[config.mk]
export PLATFORM = sky130hd
export DESIGN_NAME = pipelined_addsub
export DESIGN_NICKNAME = d
export VERILOG_FILES = /design/src/rtl/pipelined_addsub.sv
export SDC_FILE = /design/constraint.sdc
export NUM_CORES = 1
export LEC_CHECK = 0
export ABC_AREA = 1
export CORE_AREA = 10 10 164 166
export CTS_BUF_LIST = sky130_fd_sc_hd__clkbuf_4 sky130_fd_sc_hd__clkbuf_8 sky130_fd_sc_hd__clkbuf_16
export DETAILED_ROUTE_END_ITERATION = 10
export DIE_AREA = 0 0 174 176
export PLACE_DENSITY = 0.55
export SLEW_MARGIN = 20
export SYNTH_ARGS = -nofsm -noshare
export SYNTH_HDL_FRONTEND = slang
export SYNTH_SLANG_ARGS = --single-unit
[constraint.sdc]
create_clock -name clk -period 15.08 [get_ports clk]
set_input_delay 3.016 -clock clk [delete_from_list [all_inputs] [get_ports clk]]
set_output_delay 3.016 -clock clk [all_outputs]
set_load 0.05 [all_outputs]
[src/rtl/pipelined_addsub.sv]
// Pipelined add/sub, carry split into STAGES ripple segments; latency STAGES cycles.
// Global stall: every stage holds while out_valid & ~out_ready, and in_ready drops.
module pipelined_addsub #(
    parameter int WIDTH  = 32,
    parameter int STAGES = 4
) (
    input  logic             clk,
    input  logic             rst_n,
    input  logic             in_valid,
    output logic             in_ready,
    input  logic [WIDTH-1:0] operand_a,
    input  logic [WIDTH-1:0] operand_b,
    input  logic             carry_in,
    input  logic             subtract_mode,
    output logic             out_valid,
    input  logic             out_ready,
    output logic [WIDTH-1:0] result,
    output logic             carry_out,
    output logic             overflow,
    output logic             zero,
    output logic             negative
);
    localparam int SEG   = WIDTH / STAGES;
    localparam int NPIPE = (STAGES > 1) ? STAGES - 1 : 1;

    logic             advance;
    logic             vld_q [STAGES];
    logic             cy_q  [STAGES];
    logic [WIDTH-1:0] res_q [STAGES];
    logic [WIDTH-1:0] a_q   [NPIPE];
    logic [WIDTH-1:0] b_q   [NPIPE];
    logic             ovf_q;
    logic             zero_q;
    logic             neg_q;

    assign advance  = ~out_valid | out_ready;
    assign in_ready = advance;

    for (genvar k = 0; k < STAGES; k++) begin : g_stage
        logic [WIDTH-1:0] a_i;
        logic [WIDTH-1:0] b_i;
        logic [WIDTH-1:0] r_i;
        logic [WIDTH-1:0] r_nxt;
        logic             c_i;
        logic             v_i;
        logic [SEG:0]     seg_sum;

        if (k == 0) begin : g_first
            // Subtract is A + ~B + ~borrow_in, so invert both here once.
            assign a_i = operand_a;
            assign b_i = subtract_mode ? ~operand_b : operand_b;
            assign c_i = carry_in ^ subtract_mode;
            assign r_i = '0;
            assign v_i = in_valid;
        end else begin : g_next
            assign a_i = a_q[k-1];
            assign b_i = b_q[k-1];
            assign c_i = cy_q[k-1];
            assign r_i = res_q[k-1];
            assign v_i = vld_q[k-1];
        end

        assign seg_sum = {1'b0, a_i[k*SEG +: SEG]} + {1'b0, b_i[k*SEG +: SEG]}
                       + {{SEG{1'b0}}, c_i};

        always_comb begin
            r_nxt                = r_i;
            r_nxt[k*SEG +: SEG]  = seg_sum[SEG-1:0];
        end

        always_ff @(posedge clk) begin
            if (!rst_n) begin
                vld_q[k] <= 1'b0;
                cy_q[k]  <= 1'b0;
                res_q[k] <= '0;
            end else if (advance) begin
                vld_q[k] <= v_i;
                cy_q[k]  <= seg_sum[SEG];
                res_q[k] <= r_nxt;
            end
        end

        if (k < STAGES - 1) begin : g_fwd
            always_ff @(posedge clk) begin
                if (!rst_n) begin
                    a_q[k] <= '0;
                    b_q[k] <= '0;
                end else if (advance) begin
                    a_q[k] <= a_i;
                    b_q[k] <= b_i;
                end
            end
        end else begin : g_last
            // Carry into the MSB is recovered as a ^ b ^ sum at that bit.
            always_ff @(posedge clk) begin
                if (!rst_n) begin
                    ovf_q  <= 1'b0;
                    zero_q <= 1'b1;
                    neg_q  <= 1'b0;
                end else if (advance) begin
                    ovf_q  <= a_i[WIDTH-1] ^ b_i[WIDTH-1] ^ r_nxt[WIDTH-1] ^ seg_sum[SEG];
                    zero_q <= ~|r_nxt;
                    neg_q  <= r_nxt[WIDTH-1];
                end
            end
        end
    end

    if (STAGES == 1) begin : g_no_pipe
        assign a_q[0] = '0;
        assign b_q[0] = '0;
    end

    assign out_valid = vld_q[STAGES-1];
    assign result    = res_q[STAGES-1];
    assign carry_out = cy_q[STAGES-1];
    assign overflow  = ovf_q;
    assign zero      = zero_q;
    assign negative  = neg_q;
endmodule

==> results.md, run 1 <==
* Outcome: complete, no violations
* # hold bufs at CTS at 0
* Asr flop ratio synth at 0%
* CP Launch Point: out_ready
* Launching point of the worst reg2reg path: vld_q[3]
* HP Class: reg -> reg
* Metal2 WL at 7.882 mm
* RSZ-0062 raised after global routing: false
* Row cnt at 57
* Worst setup EP type: output pin
* CTS H-tree lvls at 4
* Fin crit period at 7.504 ns
* Worst r2r dst: a_q[0][29]
* Most frequent CP cell: clkdlybuf4s50_1
* FMAX at 133.3 MHz
* Worst-path fanout max at 4
* PortBufs at 107
* # Post-CTS Setup Buffers at 0
* Final WL at 15.48 mm
* Die Y at 176 µm
* CTS tree: done
* Reg-to-reg slack, setup at 12.51 ns
* Share of cells above drive strength 1 at 4.827%
* PostCTS Resize Cnt at 0
* Longest Clk Path Bufs at 2
* # setup viols final at 0
* WL met1 at 6.599 mm
* Most frequent cell after synthesis: nor2_1
* Total GRT Usage at 10.44%
* Post-Syn Area at 0.008796 mm²
* Max Cap Violations at 0
* Critical path class: in -> out
* First-pass detailed-route iteration total at 6
* Synthesized flop and latch total at 187
* Total power at 1.215 mW
* GRT overflow at 0
* Yosys Warn Count at 0
* Clock latency on the worst-skew pair at 0.43 ns
* Fill count at 2282
* Vias at 5490
* Clk Tree Root Cell: clkbuf_16
* Setup crit end: in_ready
* Clock slew at the register clock pins of the worst setup and hold paths at 0.07 ns
* GPL Wtd Cong at 0.8334
* Post-DR vias/cell at 4.299
* Max VDD drop at 0.00005115 V
* WL/cell at 12.12 µm
* Largest net degree at the start of global routing at 100
* Yosys top cell area share at 62.13%
* Clock Sink Count at 187
* Core box area at 0.02382 mm²
* Worst Hold Margin at 0.4540 ns
* Worst slack, placed at 7.561 ns
* WL met3 at 665 µm
* Area growth syn-to-layout at 22.53%
* Worst-case reg-to-reg path depth at 5
* Final period util at 49.76%
* Slew HR at 34.99%
* Final setup TNS at 0 ns
* Final Hold Fails at 0
* Synth unique cells at 29
* 1st-iter DRT viols at 366
* Top sig layer: met4
* Antenna Cells at 0
* Static Leakage at 4.628 nW
* Mean Syn Cell Area at 10.53 µm²
* Slowest CP cell: clkdlybuf4s50_1
* CP Cell Sequence: clkdlybuf4s50_1, inv_1, nand2_1, clkdlybuf4s50_1
* Synth top cells by count: nor2_1, edfxtp_1, inv_1
* EDFF count, synth at 182
* Die Wd at 174 µm
* Cell count after placement at 1244
* Post-Route Skew at 0.01584 ns
* Top FF cell, synth: edfxtp_1
* Sequential area share after synthesis at 63.27%
* Worst slew pin tran at 0.9751 ns
* Initial antenna violation count at 0
* Startpoint Class: input port
* Fin worst setup slack at 7.576 ns
* Slew Viols, Final at 0
* Initial Util at 36.93%
* Syn Inst Count at 835
* Non-filler cells, final at 1277
* Vias in the first global route at 5394
* CTS Buf Count at 17
* Nets at 1046
* Syn nets at 941
* Post-synth top area cell: edfxtp_1
* Final ANT Viol Nets at 0
* WP data required at 12.06 ns
* DRC Markers at 0
* CP max stage delay at 0.84 ns
* Critical Path AT at 4.49 ns
* Top post-synthesis cells by area: edfxtp_1, nor2_1, inv_1
* IO Pins at 108
* First-pass GRT wire length at 25.86 mm
* PD cells at 112.7 mW/mm²
* Die ar. at 0.03062 mm²
* HPWL after DPL at 10.37 mm
-- worst max-delay path: cells and delay by family --
family | cells | cell delay (ns)
simple gates | 1 | 0.15
buf+inv | 3 | 1.32
-- metal layers --
| layer | vias to the layer above | track usage [%] |
|---|---|---|
| li1 | 2880 | - |
| met1 | 2484 | 11.56 |
| met2 | 105 | 18.53 |
| met3 | 21 | 2.627 |
| met4 | 0 | 4.952 |
| met5 | - | 0 |
-- per-stage QoR --
stage          util [%]  instance area, µm²
3_3_place_gp      42.69               10170
4_1_cts           45.13               10750
2_1_floorplan         -                8796
6_report          45.25               10780
5_1_grt           45.25               10780
3_5_place_dp      42.69               10170
-- where the power goes --
group | switching (mW) | internal (mW) | leakage, nW
Combinational | 0.0917 | 0.0624 | 2.16
Sequential | 0.0110 | 0.610 | 2.20
Clock | 0.201 | 0.238 | 0.271
Total | 0.304 | 0.911 | 4.63
-- registers in the layout, indices dropped and copies added (netlist names) --
register,flops
res_q,80
a_q,48
b_q,48
cy_q,4
vld_q,4
negative,1
overflow,1
zero,1
-- logic make-up after synthesis --
logic type	after synthesis	synth area share (%)
AOI/OAI and AO/OA	70	4.367
xor gates and xnor gates	34	3.386
adders and majority gates	36	5.804
buffers and inverters	205	9.203
DFF	187	63.27
and+or+nand+nor	303	13.97
-- final cells by class --
cell class              count  area (µm²)  area share (%)
flip-flops and latches    187        5565           51.64
multi-input cells         443        2429           22.53
repair buffers            111        1116           10.36
inverters                 180       680.7           6.315
clock buffers              19       446.7           4.144
well taps                 324       405.4           3.761
clock inverters            13       135.1           1.254
-- cells in the final DEF, fill, tap and decap left out, types with 2 or more instances in the layout --
master           instances
nor2_1                 189
nand3_1                 27
fa_1                     8
nand2_1                 63
dfxtp_1                  5
clkdlybuf4s50_1        106
inv_1                  178
nand4_1                 11
nor3_1                   8
a31oi_1                  4
clkbuf_16               17
xor2_1                   7
a21o_1                   5
a21oi_2                  2
clkinvlp_4               5
o21ai_0                 23
xnor2_1                 27
ha_1                    28
buf_4                    3
inv_6                    4
a21oi_1                 33
edfxtp_1               182
-- worst min path at each step --
stage	from	endpoint	slack, ns	cells past startpoint
after global routing	negative	negative	0.50	2
after floorplan	vld_q[1]	vld_q[2]	0.42	2
after global placement	vld_q[1]	vld_q[2]	0.43	2
after detailed placement	vld_q[1]	vld_q[2]	0.44	2
final	vld_q[1]	vld_q[2]	0.45	2
after CTS	vld_q[1]	vld_q[2]	0.46	2
No activity file was read; power rests on OpenSTA's default activity.
==> inputs of run 2 (changes only) <==
==> constraint.sdc (replaced) <==
create_clock -name clk -period 7.4 [get_ports clk]
set_input_delay 1.48 -clock clk [delete_from_list [all_inputs] [get_ports clk]]
set_output_delay 1.48 -clock clk [all_outputs]
set_load 0.05 [all_outputs]
==> run 2 against run 1 <==
Register-to-register slack got worse by 7.5 ns. Sequential share of layout area is 0.14 points higher. Critical path type unchanged. Critical endpoint unchanged. First-iteration DRC count increased by 6.8%. Highest routed layer unchanged.
==> results.md, run 2 (synthesis results as in run 1) <==
* Outcome: complete, no violations
* Register area at 0.005565 mm² (unchanged)
* CP bufs+invs at 3 (unchanged)
* First-pass detailed-route iteration total at 5 (-1)
* Max Cap Violations at 0 (unchanged)
* DRC Markers at 0 (unchanged)
* WP data required at 5.92 ns (-6.14 ns)
* Final setup TNS at 0 ns (unchanged)
* Critical path class: in -> out
* # Post-CTS Setup Buffers at 0 (unchanged)
* Slew Viols, Final at 0 (unchanged)
* Clock Sink Count at 187 (unchanged)
* Die Y at 176 µm (unchanged)
* Critical Path AT at 2.95 ns (-1.54 ns)
* PostCTS Resize Cnt at 0 (unchanged)
* RSZ-0062 raised after global routing: false
* Final ANT Viol Nets at 0 (unchanged)
* Nets at 1045 (-0.096%)
* CTS H-tree lvls at 4 (unchanged)
* Total GRT Usage at 10.33% (-0.11 points)
* 1st-iter DRT viols at 391 (+6.8%)
* PortBufs at 107 (unchanged)
* Post-Route Skew at 0.01024 ns (-0.005607 ns)
* Core Util, Final at 45.12% (-0.13 points)
* Static Leakage at 4.613 nW (-0.33%)
* Worst setup EP type: output pin
* Clock slew at the register clock pins of the worst setup and hold paths at 0.07 ns (about the same)
* GPL Wtd Cong at 0.8157 (-2.1%)
* Die Wd at 174 µm (unchanged)
* # hold bufs at CTS at 0 (unchanged)
* Core box area at 0.02382 mm² (unchanged)
* FMAX at 225.5 MHz
* GRT overflow at 0 (unchanged)
* Vias in the first global route at 5275 (-2.2%)
* Most common cell after layout, fill and taps aside: nor2_1
* Crit-path leading delay family: buffers and inverters
* PD cells at 230.7 mW/mm² (+100%)
* Clk Tree Root Cell: clkbuf_16
* Max reg flops at 80 (unchanged)
* Biggest regs: res_q x80, a_q x48, b_q x48
* Area growth syn-to-layout at 22.19%
* IO Pins at 108 (unchanged)
* Non-filler cells, final at 1275 (-0.16%)
* Total power at 2.480 mW (+100%)
* Final WL at 15.53 mm (+0.31%)
* Longest Clk Path Bufs at 2 (unchanged)
* HP Class: reg -> reg
* Reg with most FFs: res_q
* CP Cell Sequence: clkdlybuf4s50_1, inv_1, nand2_1, clkdlybuf4s50_1
* # setup viols final at 0 (unchanged)
* Multi-input gate area at 0.002429 mm² (unchanged)
* CP max stage delay at 0.84 ns (about the same)
* Worst slew pin tran at 0.9632 ns (-0.01187 ns)
* Share of cells above drive strength 1 at 4.627% (-0.20 points)
* Final period util at 59.92%
* Vias at 5409 (-1.5%)
* Fin crit period at 4.434 ns
* First-pass GRT wire length at 25.66 mm (-0.77%)
* WL/cell at 12.18 µm (+0.47%)
* CTS tree: done
* HPWL after DPL at 10.39 mm (+0.15%)
* Slowest CP cell: clkdlybuf4s50_1
* Row cnt at 57 (unchanged)
* Clock latency on the worst-skew pair at 0.43 ns (about the same)
* Initial Util at 36.93% (unchanged)
* Most frequent CP cell: clkdlybuf4s50_1
* Die ar. at 0.03062 mm² (unchanged)
* Most frequent cells in the layout: nor2_1, edfxtp_1, inv_1, clkdlybuf4s50_1, nand2_1
* CTS Buf Count at 17 (unchanged)
* Max VDD drop at 0.0001721 V (+240%)
* Antenna Cells at 0 (unchanged)
* Slew HR at 35.79% (+0.79 points)
* Post-DR vias/cell at 4.242 (-1.3%)
* Final Hold Fails at 0 (unchanged)
* Fill count at 2344 (+2.7%)
* Largest net degree at the start of global routing at 105 (+5.0%)
* Cell count after placement at 1244 (unchanged)
* Startpoint Class: input port
* Initial antenna violation count at 0 (unchanged)
* Worst-path fanout max at 4 (unchanged)
## run 2: cell count changes in the layout (fill, tap and decap cells not counted), sizes merged
cell,delta
inv,-1
clkbuf,-1
bufinv,+1
buf,-1
## run 2: worst paths after layout
| kind | depth (start not counted) | to | startpoint | slack (ns) |
|---|---|---|---|---|
| setup / recovery | 4 | in_ready | out_ready | 2.97 |
| hold / removal | 2 | overflow | overflow | 0.46 |
| setup reg to reg | 4 | res_q[2][10] | vld_q[3] | 4.97 |
| hold reg to reg | 2 | overflow | overflow | 0.46 |
## run 2: area by class of cell
type	instances	area share, %
Multi-Input combinational cell	443	22.60
Tap cell	324	3.772
Clock buffer	18	4.028
Sequential cell	187	51.78
Timing Repair Buffer	110	10.16
Clock inverter	13	1.327
Inverter	180	6.333
## run 2: worst reg2reg max path, stage by stage, from the launching register on
cell and delay, ns:
edfxtp_1 0.41, nand2_1 0.18, nor2_1 0.14, inv_6 0.65, buf_4 0.66
## run 2: power breakdown
| part | internal (mW) | switching, mW | total, mW |
|---|---|---|---|
| combinational | 0.126 | 0.186 | 0.313 |
| clock | 0.502 | 0.398 | 0.899 |
| sequential | 1.24 | 0.0232 | 1.27 |
## run 2: layer usage
metal / wire (µm) / global-route usage, %
met5: 0 / 0
met1: 6914 / 12.10
met4: 211 / 3.527
met2: 7623 / 17.75
met3: 775 / 3.140
## run 2: through the flow
stage | hold slack, ns | setup WS, ns | instance area, µm²
after floorplan | 0.4215 | 1.298 | 8796
after global placement | 0.4302 | 2.977 | 10170
after detailed placement | 0.4468 | 2.947 | 10170
after CTS | 0.4615 | 2.954 | 10740
after global routing | 0.4977 | 2.896 | 10750
final | 0.4587 | 2.966 | 10750
==> inputs of run 3 (changes only) <==
--- a/config.mk
+++ b/config.mk
@@ -10,7 +10,7 @@
 export CTS_BUF_LIST = sky130_fd_sc_hd__clkbuf_4 sky130_fd_sc_hd__clkbuf_8 sky130_fd_sc_hd__clkbuf_16
 export DETAILED_ROUTE_END_ITERATION = 10
 export DIE_AREA = 0 0 174 176
-export PLACE_DENSITY = 0.55
+export PLACE_DENSITY = 0.57
 export SLEW_MARGIN = 20
 export SYNTH_ARGS = -nofsm -noshare
 export SYNTH_HDL_FRONTEND = slang
==> constraint.sdc (replaced) <==
create_clock -name clk -period 3.71 [get_ports clk]
set_input_delay 0.742 -clock clk [delete_from_list [all_inputs] [get_ports clk]]
set_output_delay 0.742 -clock clk [all_outputs]
set_load 0.05 [all_outputs]
==> run 3 against run 2 <==
Utilization rose by 0.39 points. Clock skew about the same. Cell area grew 0.86%. Worst setup slack worse by 2.2 ns. Sequential share of layout area decreased by 0.44 points. Combinational power up 100%. Largest power group unchanged. Critical path type unchanged.
==> results.md, run 3 (synthesis results as in run 1) <==
* Area growth syn-to-layout at 23.24%
* Most common cell after layout, fill and taps aside: nor2_1
* CTS Buf Count at 17 (unchanged)
* # setup viols final at 0 (unchanged)
* Final period util at 78.82%
* IO Pins at 108 (unchanged)
* Die Y at 176 µm (unchanged)
* Longest Clk Path Bufs at 2 (unchanged)
* Clock latency on the worst-skew pair at 0.42 ns (about the same)
* Vias in the first global route at 5564 (+5.5%)
* CP max stage delay at 0.81 ns (-0.03 ns)
* Non-filler cells, final at 1281 (+0.47%)
* Largest net degree at the start of global routing at 167 (+59%)
* Biggest regs: res_q x80, a_q x48, b_q x48
* PD cells at 448.5 mW/mm² (+94%)
* Die ar. at 0.03062 mm² (unchanged)
* Vias at 5453 (+0.81%)
* First-pass GRT wire length at 26.08 mm (+1.6%)
* Max reg flops at 80 (unchanged)
* Setup crit end: in_ready
* Cell count after placement at 1249 (+0.40%)
* Row cnt at 57 (unchanged)
* Worst-path fanout max at 4 (unchanged)
* Worst slew pin tran at 0.7675 ns (-0.1958 ns)
* Slew HR at 48.84% (+13 points)
* Most frequent cells in the layout: nor2_1, edfxtp_1, inv_1, clkdlybuf4s50_1, nand2_1
* HP Class: reg -> reg
* CP Launch Point: out_ready
* CP Cell Sequence: clkdlybuf4s50_1, inv_4, nand2_8, clkdlybuf4s50_1
* # hold bufs at CTS at 0 (unchanged)
* Post-Route Skew at 0.01001 ns (-0.0002294 ns)
* Launching point of the worst reg2reg path: b_q[2][24]
* Total GRT Usage at 10.50% (+0.17 points)
* Initial antenna violation count at 0 (unchanged)
* FMAX at 342.0 MHz
* Most frequent CP cell: clkdlybuf4s50_1
* Total power at 4.862 mW (+96%)
* Reg with most FFs: res_q
* Die Wd at 174 µm (unchanged)
* Static Leakage at 4.658 nW (+0.99%)
* Final Hold Fails at 0 (unchanged)
* Max Cap Violations at 0 (unchanged)
* CTS tree: done
* First-pass detailed-route iteration total at 4 (-1)
* Clock Sink Count at 187 (unchanged)
* Nets at 1050 (+0.48%)
* HPWL after DPL at 10.78 mm (+3.8%)
* GPL Wtd Cong at 0.8182 (+0.31%)
* Startpoint Class: input port
* Antenna Cells at 0 (unchanged)
* Initial Util at 36.93% (unchanged)
* Core box area at 0.02382 mm² (unchanged)
* Slowest CP cell: clkdlybuf4s50_1
* Worst r2r dst: zero
* Post-DR vias/cell at 4.257 (+0.34%)
* Clock slew at the register clock pins of the worst setup and hold paths at 0.07 ns (about the same)
* WL/cell at 12.02 µm (-1.3%)
* Share of cells above drive strength 1 at 5.434% (+0.81 points)
* DRC Markers at 0 (unchanged)
* Critical path class: in -> out
* WP data required at 2.97 ns (-2.95 ns)
* Worst setup EP type: output pin
* Worst Hold Margin at 0.4531 ns (-0.005557 ns)
* Fin crit period at 2.924 ns
* Critical Path AT at 2.18 ns (-0.77 ns)
* CTS H-tree lvls at 4 (unchanged)
* PostCTS Resize Cnt at 0 (unchanged)
* RSZ-0062 raised after global routing: false
* Hold depth at 2 (unchanged)
* Final ANT Viol Nets at 0 (unchanged)
* 1st-iter DRT viols at 338 (-14%)
* Outcome: complete, no violations
* Slew Viols, Final at 0 (unchanged)
* Reg-to-reg slack, setup at 1.39 ns (-3.58 ns)
* # Post-CTS Setup Buffers at 0 (unchanged)
* Final WL at 15.39 mm (-0.85%)
* Worst-case reg-to-reg path depth at 11 (+7)
* Max VDD drop at 0.0002041 V (+19%)
* PortBufs at 107 (unchanged)
* GRT overflow at 0 (unchanged)
* Clk Tree Root Cell: clkbuf_16
==> run 3: critical path, delay by kind of cell <==
kind	cells	cell delay, ns
buf+inv	3	1.38
simple gates	1	0.07
==> run 3: worst min-delay path by stage <==
stage	from	endpoint	slack, ns
after floorplan	vld_q[1]	vld_q[2]	0.42
final	vld_q[1]	vld_q[2]	0.45
after global placement	vld_q[1]	vld_q[2]	0.43
after detailed placement	vld_q[1]	vld_q[2]	0.44
after global routing	vld_q[1]	vld_q[2]	0.47
after CTS	vld_q[1]	vld_q[2]	0.46
==> run 3: routing by layer <==
layer	track usage (%)	part of all wire [%]	vias up
met2	18.48	50	87
met1	12.06	44	2456
met3	2.627	3.7	20
li1	-	-	2890
met4	4.204	2.0	0
met5	0	0	-
==> run 3: cell type report <==
type,count,area (µm²)
Sequential cell,187,5565
Tap cell,324,405.4
Multi-Input combinational cell,443,2452
Fill cell,2279,12980
Clock buffer,21,474.2
Clock inverter,11,85.08
Timing Repair Buffer,115,1176
Inverter,180,681.9
==> run 3: where the power goes <==
part	internal [mW]	total, mW	switching [mW]
logic	0.256	0.626	0.370
registers	2.48	2.53	0.0472
clock network	0.928	1.71	0.779
total	3.67	4.86	1.20
==> run 3: per-stage QoR <==
stage | TNS, ns | setup slack [ns] | instance area (µm²) | util (%)
floorplan | -86.61 | -0.4727 | 8826 | -
global placement | 0 | 0.7873 | 10280 | 43.16
detailed placement | 0 | 0.7750 | 10280 | 43.16
CTS | 0 | 0.7753 | 10840 | 45.51
global route | 0 | 0.7590 | 10840 | 45.51
finish | 0 | 0.7857 | 10840 | 45.51
